<file path="config.mk">
export PLATFORM = sky130hd
export DESIGN_NAME = sram_port_arbiter
export DESIGN_NICKNAME = d
export VERILOG_FILES = /design/src/rtl/sram_port_arbiter.sv
export SDC_FILE = /design/constraint.sdc
export NUM_CORES = 1
export LEC_CHECK = 0
export CAP_MARGIN = 20
export CORE_AREA = 2 2 106 108
export DETAILED_ROUTE_END_ITERATION = 8
export DIE_AREA = 0 0 108 110
export PLACE_DENSITY_LB_ADDON = 0.2
export SLEW_MARGIN = 20
export SYNTH_ARGS = -nofsm -noshare
export SYNTH_HDL_FRONTEND = slang
export SYNTH_SLANG_ARGS = --single-unit
</file>
<file path="constraint.sdc">
create_clock -name clk -period 3.73 [get_ports clk]
set_input_delay 0.373 -clock clk [delete_from_list [all_inputs] [get_ports clk]]
set_output_delay 0.373 -clock clk [all_outputs]
set_load 0.005 [all_outputs]
</file>
<file path="src/rtl/sram_port_arbiter.sv">
// sram_port_arbiter
//   Shares one single-port synchronous SRAM between the instruction-fetch port
//   (I) and the memory-stage port (D) of the 5-stage CPU. One access per cycle.
//   The SRAM has 1-cycle read latency. Read data goes back to the port that
//   issued the read.
//
//   Arbitration:
//     Default build: D wins a conflict. The exception is when I has already
//     been denied MAX_WAIT cycles in a row. In that case I is force-granted.
//     ARB_ROUND_ROBIN_EN defined: the conflict winner is the requester that
//     did not own the most recent grant.
//
// Ports
//   clk, reset                 clock, synchronous active-high reset
//   inst_req/addr              I read request (addr held until inst_gnt)
//   inst_gnt                   I accepted this cycle (combinational)
//   inst_rvalid/rdata          I read response, cycle after grant
//   data_req/wen/addr/wdata    D request (wen==0 means read)
//   data_gnt                   D accepted this cycle (combinational)
//   data_rvalid/rdata          D read response, cycle after read grant
//   mem_en/wen/addr/wdata      SRAM command port
//   mem_rdata                  SRAM read data (cycle after read enable)
//   busy                       a read response is outstanding this cycle
module sram_port_arbiter #(
    parameter int ADDR_W   = 32,
    parameter int DATA_W   = 32,
    parameter int MAX_WAIT = 4
) (
    input  logic                clk,
    input  logic                reset,
    input  logic                inst_req,
    input  logic [ADDR_W-1:0]   inst_addr,
    output logic                inst_gnt,
    output logic                inst_rvalid,
    output logic [DATA_W-1:0]   inst_rdata,
    input  logic                data_req,
    input  logic [DATA_W/8-1:0] data_wen,
    input  logic [ADDR_W-1:0]   data_addr,
    input  logic [DATA_W-1:0]   data_wdata,
    output logic                data_gnt,
    output logic                data_rvalid,
    output logic [DATA_W-1:0]   data_rdata,
    output logic                mem_en,
    output logic [DATA_W/8-1:0] mem_wen,
    output logic [ADDR_W-1:0]   mem_addr,
    output logic [DATA_W-1:0]   mem_wdata,
    input  logic [DATA_W-1:0]   mem_rdata,
    output logic                busy
);

    localparam logic       OWN_D       = 1'b0;
    localparam logic       OWN_I       = 1'b1;
    localparam logic [3:0] LP_MAX_WAIT = 4'(MAX_WAIT);

    logic [3:0] r_wait_cnt;
    logic       r_resp_pending;
    logic       r_resp_owner;
`ifdef ARB_ROUND_ROBIN_EN
    logic       r_last_owner;
`endif

    logic w_i_gnt;
    logic w_d_gnt;
    logic w_read;

    // Grant decision. While reset is high, no request is granted.
    always_comb begin
        w_i_gnt = 1'b0;
        w_d_gnt = 1'b0;
        if (!reset) begin
            if (inst_req && data_req) begin
`ifdef ARB_ROUND_ROBIN_EN
                w_i_gnt = (r_last_owner == OWN_D);
`else
                w_i_gnt = (r_wait_cnt == LP_MAX_WAIT);
`endif
                w_d_gnt = !w_i_gnt;
            end else begin
                w_i_gnt = inst_req;
                w_d_gnt = data_req;
            end
        end
    end

    // Every I grant is a read. A D grant is a read only when no byte lane is written.
    assign w_read = w_i_gnt || (w_d_gnt && (data_wen == '0));

    always_ff @(posedge clk) begin
        if (reset) begin
            r_wait_cnt     <= 4'd0;
            r_resp_pending <= 1'b0;
            r_resp_owner   <= OWN_D;
`ifdef ARB_ROUND_ROBIN_EN
            r_last_owner   <= OWN_D;
`endif
        end else begin
            // Count consecutive denied I cycles. Saturate at the force-grant threshold.
            if (inst_req && !w_i_gnt) begin
                if (r_wait_cnt != LP_MAX_WAIT)
                    r_wait_cnt <= r_wait_cnt + 4'd1;
            end else begin
                r_wait_cnt <= 4'd0;
            end

            r_resp_pending <= w_read;
            if (w_read)
                r_resp_owner <= w_i_gnt ? OWN_I : OWN_D;
`ifdef ARB_ROUND_ROBIN_EN
            if (w_i_gnt || w_d_gnt)
                r_last_owner <= w_i_gnt ? OWN_I : OWN_D;
`endif
        end
    end

    assign inst_gnt  = w_i_gnt;
    assign data_gnt  = w_d_gnt;

    assign mem_en    = w_i_gnt || w_d_gnt;
    assign mem_wen   = w_d_gnt ? data_wen : '0;
    assign mem_addr  = w_d_gnt ? data_addr : inst_addr;
    assign mem_wdata = data_wdata;

    // A response registered just before reset is suppressed while reset is high.
    // The register is cleared at the same edge, so no response survives reset.
    assign busy        = r_resp_pending && !reset;
    assign inst_rvalid = busy && (r_resp_owner == OWN_I);
    assign data_rvalid = busy && (r_resp_owner == OWN_D);
    assign inst_rdata  = mem_rdata;
    assign data_rdata  = mem_rdata;

endmodule

</file>
Word-level counts from Yosys, hierarchy flattened
Cells that the tools add are included.
{"block": "word_totals", "reg_bits": 6, "input_bits": 136, "out_inout_bits": 138, "word_cells": 28}
{"block": "classes", "n_addsub": 1, "n_eq_ne": 2, "mux": 7, "n_bitwise": 2, "reduce_logical": 13}
{"operator": "$mux 32", "count": 1}
{"operator": "$logic_and 1x1->1", "count": 6}
{"operator": "$mux 1", "count": 5}
{"operator": "$add 4x1->4 const B", "count": 1}
{"operator": "$eq 4x3->1 const B", "count": 1}
{"operator": "$logic_not 4->1", "count": 1}
{"operator": "$mux 4", "count": 1}
{"operator": "$ne 4x3->1 const B", "count": 1}
{"operator": "$logic_not 1->1", "count": 3}
{"operator": "$logic_or 1x1->1", "count": 2}
{"operator": "$not 1->1", "count": 2}
{"operator": "$reduce_or 2->1", "count": 1}

Depth between registers and ports, before layout
Gate-level depths: netlist of run 1.
{"block": "logic_depth", "depth_word": 7, "depth_mapped": 7, "mapped_depth_nobuf": 6}

Worst setup path after synthesis of run 1
Ideal clock, no wire load.
{"block": "synth_timing", "path_kind": "reg2out", "start": "register r_wait_cnt[0]", "end": "output mem_addr[11]", "arrival_time_ps": 1336, "required_ps": 3357, "slack_ps": 2021, "stages_incl_launch_ff": 7, "path_cell_list": "dfxtp_1 > inv_1 > ha_1 > nand4b_4 > nand3b_4 > buf_6 > mux2_4"}
{"block": "synth_between", "elab_chain_cells": 5}
{"element": "from (decl)", "line_no": "55", "source": "logic [3:0] r_wait_cnt;"}
{"element": "from (signal assigned)", "line_no": "100", "source": "r_wait_cnt <= r_wait_cnt + 4'd1;"}
{"element": "$eq 4x3->1", "line_no": "75", "source": "w_i_gnt = (r_wait_cnt == LP_MAX_WAIT);"}
{"element": "$logic_not 1->1", "line_no": "77", "source": "w_d_gnt = !w_i_gnt;"}
{"element": "$mux 1", "line_no": "71", "source": "if (inst_req && data_req) begin"}
{"element": "$mux 1", "line_no": "70", "source": "if (!reset) begin"}
{"element": "$mux 32", "line_no": "120", "source": "assign mem_addr = w_d_gnt ? data_addr : inst_addr;"}
{"element": "to (decl)", "line_no": "45", "source": "output logic [ADDR_W-1:0] mem_addr,"}
Every way passes these cells.

Final worst setup path of run 1
{"block": "layout_timing", "start": "input inst_req", "end": "output mem_addr[25]"}
{"block": "layout_between", "elab_chain_cells": 4}
{"element": "from (decl)", "line_no": "31", "source": "input logic inst_req,"}
{"element": "$logic_and 1x1->1", "line_no": "71"}
{"element": "$mux 1", "line_no": "71"}
{"element": "$mux 1", "line_no": "70"}
{"element": "$mux 32", "line_no": "120"}
Every way passes these cells.

==> results of run 1 <==
[cell families (layout without fill, tap and decap cells)]
kind of cell / count (synthesis) / in the layout / synth area share (%)
buffers and inverters: 104 / 122 / 48.9
muxes: 33 / 33 / 30.1
and+or+nand+nor: 22 / 22 / 9.98
DFF: 6 / 6 / 7.54
AOI/OAI and AO/OA: 3 / 3 / 1.41
adders and majority gates: 2 / 2 / 1.57
xor gates and xnor gates: 1 / 1 / 0.550
[worst max-delay path: stages]
cell             delay [ns]
clkdlybuf4s50_1        0.58
nand4b_4               0.14
nand3b_4               0.09
buf_4                  0.51
mux2_2                 0.41
clkdlybuf4s50_1        0.44
[placed cells by master, fill, tap and decap left out, types with 2 or more instances in the layout]
cell type        count
and2_1               2
clkdlybuf4s50_1    113
and2_2               4
nor2_1               7
dfxtp_1              6
clkbuf_8             3
mux2_2               3
mux2_4              29
ha_1                 2
inv_1                4
[per-layer routing]
metal | GRT usage (%) | vias to the layer above | share of wire (%)
met5 | 0 | - | 0
met2 | 13.7 | 119 | 48
li1 | - | 495 | -
met3 | 4.64 | 8 | 17
met1 | 7.43 | 480 | 34
met4 | 1.10 | 0 | 0.42
[through the flow]
step                      setup slack [ns]  std cells  utilization [%]  hold slack (ns)
after floorplan                       2.02        171                -            0.430
after global placement               0.746        326             20.1            0.452
after detailed placement             0.736        326             20.1            0.456
after CTS                            0.725        329             20.5            0.464
after global routing                 0.687        329             20.5            0.521
final                                0.770        329             20.5            0.459
[layout make-up]
class,count,area share [%]
timing repair buffer,114,51.9
multi-input combinational,61,31.7
tap,140,7.99
sequential,6,5.48
clock buffer,3,1.88
inverter,5,1.08
[worst paths after layout]
path | start | endpoint | slack, ns | cells after the start
hold reg to reg | r_wait_cnt[0]$_SDFFE_PP0P_ | r_wait_cnt[0]$_SDFFE_PP0P_ | 0.46 | 1
setup / recovery | inst_req | mem_addr[25] | 0.77 | 6
hold / removal | r_wait_cnt[0]$_SDFFE_PP0P_ | r_wait_cnt[0]$_SDFFE_PP0P_ | 0.46 | 1
setup reg to reg | r_wait_cnt[0]$_SDFFE_PP0P_ | r_resp_pending$_SDFF_PP0_ | 1.98 | 7
[where the power goes]
part	switching [W]	total [W]	internal [W]	leakage (nW)
Combinational	0.0000563	0.000217	0.000161	0.823
Clock	0.0000274	0.0000967	0.0000693	0.0216
Sequential	0.000000971	0.0000675	0.0000665	0.0489
Total	0.0000846	0.000381	0.000297	0.893
[registers in the layout, summed over array words and instances (netlist names)]
name            flops
r_resp_owner        1
r_wait_cnt          4
r_resp_pending      1
==> run metrics, run 1 <==
Seq/Total Area, Yosys=approximately 7.5%; Routed Wire Length=between 5000 and 6000 um; Worst EP required=about 3.4 ns; post-route ant nets=0; Slew Limit Fails=0; grt ovf=0; Slew headroom=56.5%; MaxCap Viol Count=0; Inserted Clock Buffers=3; final period utilization=just under 80%; largest net degree at the start of global routing=34; synth warn=0; achievable clock frequency=~340 MHz; most numerous cell in the Yosys netlist=buf_4; CTS tree=yes; Synth Area per Inst=9.31 um^2; hpwl dp=4190 um; Tot GR Track Use=7.50%; clock sink count=6; CTS Hold Bufs=0; area growth from synthesis to layout=37.7%; top post-synthesis cells by area=buf_4 45%, mux2_4 27%, dfxtp_1 7.5%, buf_6 2.1%, mux2_2 2.1%; # nets final=329; Final setup viols=0; FFs w/ async S/R, synth=0%; Ant. Diodes=0; number of distinct library cells after synthesis=25; Synth top area share=between 40 and 50%; number of flops mapped to enable cells by yosys=0; placement row count=38; die extent in x=108 um; Post-CTS Setup Bufs=0; fin area=about 2200 um^2; WS Path Type=in2out; DRC Markers=0; setup_tns=0 ns; Clock Root Buffer=clkbuf_8; most common library cells after synthesis=96 x buf_4, 29 x mux2_4, 7 x nor2_1; post-layout min period=2.96 ns; WP data arrival=between 2 and 3 ns; I/O pin count=274; initial antenna violation count=0; Post-CTS Resized=0; RSZ-0062 raised after global routing=false; global-route wire length before repair=6690 um; height of the chip=110 um; Final Hold Viols=0; via count=1102; power per cell area=174 nW/um^2; die area=11900 um^2; maximum VDD drop=0.209 mV; Worst Setup End Kind=primary output; clk buf depth=2; crit start category=primary input; Multi-input gate area=roughly 700 um^2; GP Congestion=a little under 0.7; Post-Syn Nets=around 310; vias in the first global route=1111; total core area=10700 um^2; Primary FF master, synth=dfxtp_1; Fill cells=about 1200; Mapped Area=1590 um^2; slew of the pin with the lowest slew margin=0.653 ns; dominant cell type by area after synthesis=buf_4; Port Buf Inserts=113; Vias/cell=3.35; Clk Latency, worst-skew pair=0.22 ns; Mapped Cells=171; status=complete, no violations; share of cells above drive strength 1=23.8%; Initial Util=14.9%; FF+latch count, synth=6; routed length per instance=15.3 um; Hold Crit Class=reg2reg; initial DRC count=28; Placed Area=2150 um^2; crit path max fanout=33; Pwr Total=0.000381 W; Clock transition at path regs=0.03 ns; H-tree depth=1; drt first pass iters=2; static leakage power=0.893 nW; Final Skew=~0.0047 ns; FF/Latch Area=120 um^2
(Power assumes the default switching activity.)
==> run 2, diff against run 1 <==
CORE_AREA = 2 2 105 107   (was 2 2 106 108)
DIE_AREA = 0 0 107 109   (was 0 0 108 110)
clock period = 3 ns   (was 3.73 ns; I/O delays follow)
==> run metrics, run 2 (same netlist as run 1, synthesis figures left out) <==
status=complete, no violations; post-layout min period=2.53 ns; power per cell area=213 nW/um^2; Worst Setup End Kind=primary output; slew of the pin with the lowest slew margin=0.518 ns; max reg flops=4; Largest delay share family, worst path=buffers and inverters; placement row count=38; I/O pin count=around 270; initial DRC count=19; Hold Crit Class=reg2reg; grt ovf=0; die extent in x=107 um; Final Hold Viols=0; final period utilization=between 80% and 90%; achievable clock frequency=396 MHz; CTS tree=yes; # nets final=330; Clock Root Buffer=clkbuf_8; Fill cells=1149; Top Registers=r_wait_cnt (4), r_resp_owner (1), r_resp_pending (1); Slew headroom=65.1%; Inserted Clock Buffers=3; Max stage delay cell, worst path=clkdlybuf4s50_1; Clock transition at path regs=0.04 ns; Ant. Diodes=0; share of cells above drive strength 1=24.2%; Post-CTS Resized=0; Post-CTS Setup Bufs=0; Final Skew=0.000213 ns; Top reg by flops=r_wait_cnt; clock sink count=6; most frequent cells in the layout=113 x clkdlybuf4s50_1, 29 x mux2_4, 7 x nor2_1; crit-path max cell delay=0.57 ns; crit path from=inst_req; post-route ant nets=0; critical-path cell list=clkdlybuf4s50_1 -> nand4b_4 -> nand3b_4 -> buf_12 -> mux2_2 -> clkdlybuf4s50_1; initial antenna violation count=0; RSZ-0062 raised after global routing=false; area growth from synthesis to layout=39.0%; Final setup viols=0; leading cell type in the layout, fill and taps excluded=clkdlybuf4s50_1; global-route wire length before repair=about 5400 um; static leakage power=0.903 nW; vias in the first global route=slightly above 1000; H-tree depth=1; routed length per instance=12.3 um; Top cell by count, worst path=clkdlybuf4s50_1; Layout Cells excl Fill=330; Initial Util=15.0%; hpwl dp=3420 um; placed cells=327; Worst EP required=~2.7 ns; drt first pass iters=3; Routed Wire Length=4050 um; DRC Markers=0; CP Buf/Inv Count=3; Vias/cell=3.35; Clk Latency, worst-skew pair=around 0.22 ns; die area=11700 um^2; MaxCap Viol Count=0; via count=around 1100; Port Buf Inserts=113; setup_tns=0 ns; maximum VDD drop=0.200 mV; height of the chip=109 um; clk buf depth=2; crit path max fanout=33; WP data arrival=2.23 ns; reg-to-reg startpoint=r_wait_cnt[0]$_SDFFE_PP0P_; Tot GR Track Use=under 10%; Slew Limit Fails=0; largest net degree at the start of global routing=34; crit start category=primary input; WS Path Type=in2out; CTS Hold Bufs=0; total core area=10600 um^2; GP Congestion=0.639; hold path start=r_wait_cnt[0]$_SDFFE_PP0P_
-- run 2: final cells by class --
| type | instances | area [um^2] | area share [%] |
|---|---|---|---|
| clock buffers | 3 | 41.3 | 1.87 |
| inverters | 5 | 23.8 | 1.07 |
| multi-input cells | 61 | 694 | 31.4 |
| flip-flops and latches | 6 | 120 | 5.43 |
| well taps | 140 | 175 | 7.91 |
| repair buffers | 115 | 1160 | 52.3 |
-- run 2: path summary, 6_finish.rpt --
kind | end | slack, ns | cells after the start
worst max-delay path | mem_addr[25] | 0.47 | 6
worst min-delay path | r_wait_cnt[0]$_SDFFE_PP0P_ | 0.46 | 1
worst min register to register | r_wait_cnt[0]$_SDFFE_PP0P_ | 0.46 | 1
worst max register to register | r_resp_pending$_SDFF_PP0_ | 1.49 | 7
-- run 2: routing by layer --
| metal | part of all wire (%) | vias up | GRT usage (%) |
|---|---|---|---|
| met5 | 0 | - | 0 |
| met1 | 35 | 479 | 6.30 |
| li1 | - | 501 | - |
| met4 | 2.9 | 0 | 2.60 |
| met2 | 44 | 109 | 8.60 |
| met3 | 17 | 17 | 4.12 |
-- run 2: metrics by stage --
| step | instance area, um^2 | utilization [%] | total power [W] | setup slack, ns | hold slack (ns) |
|---|---|---|---|---|---|
| 2_1_floorplan | 1590 | - | 0.000278 | 1.36 | 0.430 |
| 3_3_place_gp | 2170 | 20.5 | 0.000357 | 0.463 | 0.458 |
| 3_5_place_dp | 2170 | 20.5 | 0.000355 | 0.448 | 0.453 |
| 4_1_cts | 2210 | 20.9 | 0.000477 | 0.438 | 0.462 |
| 5_1_grt | 2210 | 20.9 | 0.000494 | 0.389 | 0.473 |
| 6_report | 2210 | 20.9 | 0.000470 | 0.472 | 0.460 |
-- run 2: report_power, final --
group | leakage (nW) | internal (W) | switching [W]
logic | 0.833 | 0.000202 | 0.0000651
registers | 0.0489 | 0.0000827 | 0.00000132
clock network | 0.0216 | 0.0000861 | 0.0000332
